### config.mk
export PLATFORM = sky130hd
export DESIGN_NAME = pipe_adder
export DESIGN_NICKNAME = d
export VERILOG_FILES = /design/src/rtl/pipe_adder.sv
export SDC_FILE = /design/constraint.sdc
export NUM_CORES = 1
export LEC_CHECK = 0
export ABC_AREA = 1
export CAP_MARGIN = 20
export CORE_MARGIN = 2
export CORE_UTILIZATION = 40
export DETAILED_ROUTE_END_ITERATION = 12
export PLACE_DENSITY = 0.61
export SETUP_SLACK_MARGIN = 0.02
export SYNTH_ARGS = -nofsm -noshare
export SYNTH_HDL_FRONTEND = slang
export SYNTH_SLANG_ARGS = --single-unit
### constraint.sdc
create_clock -name clk -period 9.8 [get_ports clk]
set_input_delay 1.96 -clock clk [delete_from_list [all_inputs] [get_ports clk]]
set_output_delay 1.96 -clock clk [all_outputs]
set_load 0.1 [all_outputs]
### src/rtl/pipe_adder.sv
// Segmented carry-pipelined adder/subtractor. Each stage adds SEG bits and
// registers the carry for the next stage. The whole pipe stalls on output back-pressure.
module pipe_adder #(
   parameter int WIDTH = 16,
   parameter int SEG   = 4
) (
   input  logic             clk,
   input  logic             rst,
   input  logic             in_valid,
   output logic             in_ready,
   input  logic [WIDTH-1:0] a,
   input  logic [WIDTH-1:0] b,
   input  logic             cin,
   input  logic             sub,
   output logic             out_valid,
   input  logic             out_ready,
   output logic [WIDTH-1:0] sum,
   output logic             cout,
   output logic             ovf
);

   localparam int STAGES = WIDTH / SEG;
   localparam int LAST   = STAGES - 1;

   if (WIDTH % SEG != 0) begin : g_bad_seg
      $error("pipe_adder: WIDTH must be a multiple of SEG");
   end

   // Per-stage inputs. Operands travel full width and unused low bits are
   // trimmed in synthesis. Partial sums accumulate one segment per stage.
   logic [WIDTH-1:0] w_ai [STAGES];
   logic [WIDTH-1:0] w_bi [STAGES];
   logic [WIDTH-1:0] w_si [STAGES];
   logic [WIDTH-1:0] w_so [STAGES];
   logic             w_ci [STAGES];
   logic             w_vi [STAGES];
   logic [SEG:0]     w_seg [STAGES];
   logic             w_stall;

   logic [WIDTH-1:0] r_a  [STAGES];
   logic [WIDTH-1:0] r_b  [STAGES];
   logic [WIDTH-1:0] r_s  [STAGES];
   logic             r_cy [STAGES];
   logic             r_vld [STAGES];

   assign w_stall  = r_vld[LAST] & ~out_ready;
   assign in_ready = ~w_stall;

   // NOTE: every always_comb output gets a value on every path, so no latches.
   always_comb begin
      w_ai[0] = a;
      w_bi[0] = sub ? ~b : b;
      w_si[0] = '0;
      w_ci[0] = cin ^ sub;
      w_vi[0] = in_valid;
      for (int k = 1; k < STAGES; k++) begin
         w_ai[k] = r_a[k-1];
         w_bi[k] = r_b[k-1];
         w_si[k] = r_s[k-1];
         w_ci[k] = r_cy[k-1];
         w_vi[k] = r_vld[k-1];
      end
      for (int k = 0; k < STAGES; k++) begin
         w_seg[k] = {1'b0, w_ai[k][k*SEG +: SEG]} + {1'b0, w_bi[k][k*SEG +: SEG]}
                  + {{SEG{1'b0}}, w_ci[k]};
         w_so[k]  = w_si[k];
         w_so[k][k*SEG +: SEG] = w_seg[k][SEG-1:0];
      end
   end

   // NOTE: data registers are reset as well as valids, so outputs read zero in reset.
   always_ff @(posedge clk or posedge rst) begin
      if (rst) begin
         for (int k = 0; k < STAGES; k++) begin
            r_vld[k] <= 1'b0;
            r_a[k]   <= '0;
            r_b[k]   <= '0;
            r_s[k]   <= '0;
            r_cy[k]  <= 1'b0;
         end
      end else if (!w_stall) begin
         // NOTE: non-blocking assignments let each stage read last cycle's neighbour.
         for (int k = 0; k < STAGES; k++) begin
            r_vld[k] <= w_vi[k];
            // Bubbles leave data untouched, so the output holds the last result.
            if (w_vi[k]) begin
               r_a[k]  <= w_ai[k];
               r_b[k]  <= w_bi[k];
               r_s[k]  <= w_so[k];
               r_cy[k] <= w_seg[k][SEG];
            end
         end
      end
   end

   assign out_valid = r_vld[LAST];
   assign sum       = r_s[LAST];
   assign cout      = r_cy[LAST];
   // The carry into the MSB is a^b^sum at that bit. ovf is that carry XOR the carry out.
   assign ovf       = r_a[LAST][WIDTH-1] ^ r_b[LAST][WIDTH-1] ^ r_s[LAST][WIDTH-1] ^ r_cy[LAST];

endmodule

== After elaboration in Yosys (flattened, before gate mapping) ==
Cells that the tools add are included.
Word-level totals
  bits in registers: 176
  output and inout port bits: 20
  logic and storage cells: 41
Operators by class
  add/subtract/negate cells: 8
  muxes and demuxes: 1
  bitwise logic cells: 8
  reductions and logical operators: 4
Operators with widths (count)
  $add 4x4->5: 4
  $add 5x1->5: 4
  $mux 16: 1
  $not 16->16: 1
  $reduce_and 2->1: 4
  $xor 1x1->1: 4
  $not 1->1: 2
  $and 1x1->1: 1

== Longest topological paths before layout ==
  word-level depth: 4
  gate-level depth with buffers: 9

== Worst setup path after synthesis ==
OpenSTA, ideal clock, no wires.
  path kind: register to output
  from: reg r_cy, in the netlist cout
  to: out ovf
  data arrival time: 2710 ps
  required time: 7840 ps
  path slack: 5130 ps
  cell stages (with the launch flop): 3
  path through: dfrtp_1 > xor2_1 > xnor2_1
Between the ends
  word-level cells in the longest chain between the ends: 1
Ends and longest elaborated chain
  start, declared: RTL line 43  | logic r_cy [STAGES];
  start signal, assigned by index: RTL line 90  | r_cy[k] <= w_seg[k][SEG];
  $xor 1x1->1: RTL line 100  | assign ovf = r_a[LAST][WIDTH-1] ^ r_b[LAST][WIDTH-1] ^ r_s[LAST][WIDTH-1] ^ r_cy[LAST];
  end, declared: RTL line 19  | output logic ovf
Every way passes these cells.

== Worst setup path in the final report ==
  from: in out_ready
  to: out in_ready
Between the ends
  word-level cells in the longest chain between the ends: 3
Ends and longest elaborated chain
  start, declared: RTL line 16  | input logic out_ready,
  $not 1->1: RTL line 46  | assign w_stall = r_vld[LAST] & ~out_ready;
  $and 1x1->1: RTL line 46
  $not 1->1 (no line)
  end, declared: RTL line 10  | output logic in_ready,
Every way passes these cells.

==> flow_summary.yaml <==
outcome:
  status: "complete, no violations"
yosys:
  ys_seq_area_share_pct: 54.55
  synth_compound_area_share_pct: 8.350
  ys.warnings.count: 0
  synth_edf_count: 0
  synth_cell_types: 20
  synth_area_sq_um: 4496
  yosysMostFrequentCell: "nand2_1"
  ys_ff_latch: 98
  synth_xor_area_share_pct: 4.481
  synthArstFlopShare_pct: 100.0
  synthMuxAreaShare_pct: 0
  yosys-top-cells-area: "dfrtp_1, nand2_1, o21ai_0"
  yosys-top-cells-count: "nand2_1, dfrtp_1, o21ai_0"
  synth_ff_type: "dfrtp_1"
  yosysTopAreaCell: "dfrtp_1"
  synth_top_family_by_area: "simple AND/OR/NAND/NOR gates"
  synth_fa_ha_area_share_pct: 6.902
  syn_avg_cell_area_sq_um: 9.269
  yosys.area_share.simple_pct: 16.67
  synth.top_cell.area_share_pct: 54.55
  synth_nets: 543
  syn-instance-count: 485
floorplanning:
  fp.dieH_um: 110.0
  die-width_um: 110.0
  start_util_pct: 41.29
  pin_count: 58
  fp-row-count: 38
  die-area_sq_um: 12100
  core_sq_um: 10890
detailed_routing:
  drc: 0
  dr.pass1.iters: 4
  drt-initial-drc-count: 133
  wirelength_um: 7636
  ant_nets: 0
  post_drt_wl_per_cell_um: 11.47
  vias_per_cell: 4.438
  route.vias.total: 2956
sta:
  period_minus_slack_ns: 5.735
  max_freq_mhz: 174.4
  slew_violations: 0
  tns_ns: 0
  max_slew.worst_pin.slew_ns: 0.9747
  hold_viol_final: 0
  finClkSkew_ns: 0.007409
  rsz0062_at_grt: "no"
  max_slew_margin_pct: 34.81
  setup_viol: 0
  final.period_utilization_pct: 58.53
placed_design:
  portBuffers: 57
  globalplace.congestion: 0.7996
  dp_hpwl_um: 5394
  dpl.cell_count: 650
min_path:
  hp-start: "r_s[27]$_DFFE_PP0P_"
  hold_path.class: "reg -> reg"
clock_tree:
  htree_num_levels: 3
  cts_tree: "built"
  post_cts_resized: 0
  postCtsHoldBufs: 0
  path_clk_slew_ns: 0.08
  cts_max_path_buffers: 2
  cts_num_sinks: 98
  cts_root_buf: "clkbuf_8"
  postCtsSetupRepairBufs: 0
  insertion_delay_ns: 0.36
  cts_buffers: 9
global_routing:
  grt_pass1_wl_um: 13150
  gr-total-overflow: 0
  grt_pass1_vias: 2947
  grt_use_total_pct: 13.92
  grt_antenna_before_repair: 0
  grt_max_degree: 90
setup_path:
  reg2reg_slack_ns: 7.91
  end_kind: "output pin"
  crit_required_ns: 7.84
  crit_fanout: 6
  cp.arrival_ns: 3.78
  rr_startpoint: "out_valid$_DFFE_PP0N_"
  path_class: "in -> out"
  crit_start: "out_ready"
  crit_path_start_kind: "input port"
power_and_ir_drop:
  p_leak_nw: 2.555
  ir_drop_mv: 0.3330
  power.density_nw_per_um2: 324.8
final_layout:
  areaGrowthSynthToFinish_pct: 17.09
  drive_above_1_share_pct: 5.133
  final_util_pct: 48.35
  nNetsFinal: 580
  finalNonFillerCells: 666
  n_antenna_cell: 0
  fillerInstances: 1072
job:
  maxCapViolations: 0
==> worst max-delay path, stage by stage <==
cell and delay [ns]:
clkdlybuf4s50_1 0.51, nor2_4 0.08, inv_2 0.10, clkdlybuf4s50_1 1.13
==> path summary, 6_finish.rpt <==
kind                                   endpoint  cells past startpoint
hold reg to reg             sum[11]$_DFFE_PP0P_                      2
setup / recovery                       in_ready                      4
min in group asynchronous    sum[7]$_DFFE_PP0P_                      2
hold / removal              sum[11]$_DFFE_PP0P_                      2
setup reg to reg            r_a[58]$_DFFE_PP0P_                      7
max in group asynchronous  r_vld[1]$_DFFE_PP0N_                      4
==> through the flow <==
step                      total power, W  hold WS (ns)  setup WS [ns]  instance area (sq um)
after floorplan                 0.001315        0.4422          5.130                   4496
after global placement          0.001437        0.4591          4.073                   5036
after detailed placement        0.001457        0.4600          4.059                   5036
after CTS                       0.001731        0.4795          4.054                   5236
after global routing            0.001845        0.5109          4.005                   5264
final                           0.001710        0.4770          4.065                   5264
==> cell usage in the layout (no fill, tap or decap), types with 8 or more instances in the layout <==
| cell type | n |
|---|---|
| a21oi_1 | 8 |
| clkbuf_8 | 9 |
| clkdlybuf4s50_1 | 57 |
| dfrtp_1 | 98 |
| fa_1 | 8 |
| ha_1 | 12 |
| inv_1 | 41 |
| nand2_1 | 165 |
| nand3_1 | 16 |
| o21ai_0 | 57 |
| o21ai_1 | 10 |
| xnor2_1 | 16 |
==> sequential cells by signal, indices dropped and copies added (netlist names) <==
name,count
r_vld,3
r_cy,3
r_a,25
r_s,24
r_b,25
out_valid,1
sum,16
cout,1
==> layer usage <==
metal	routed length (um)	vias up	track usage [%]
met2	3330	54	21.52
met4	131	0	7.324
met1	3906	1329	19.28
li1	-	1565	-
met5	0	-	0
met3	268	8	1.646
==> power breakdown <==
| part | switching, W | internal (W) | leakage, nW |
|---|---|---|---|
| Clock | 0.000126 | 0.000142 | 0.100 |
| Sequential | 0.0000814 | 0.000565 | 1.23 |
| Combinational | 0.000563 | 0.000233 | 1.22 |
| Total | 0.000770 | 0.000940 | 2.55 |
==> logic make-up after synthesis <==
group,count (synthesis)
AOI/OAI and AO/OA,75
xor gates and xnor gates,23
adders and majority gates,20
buffers and inverters,82
DFF,98
and+or+nand+nor,187
==> layout make-up <==
cell class              instances  area [sq um]  share of cell area (%)
clock inverters                 3         65.06                   1.236
repair buffers                 61         620.6                   11.79
clock buffers                  12         135.1                   2.567
flip-flops and latches         98          2452                   46.59
inverters                      47         178.9                   3.399
well taps                     140         175.2                   3.328
multi-input cells             305          1637                   31.09
Note: power is estimated with default switching activity, not from simulation.
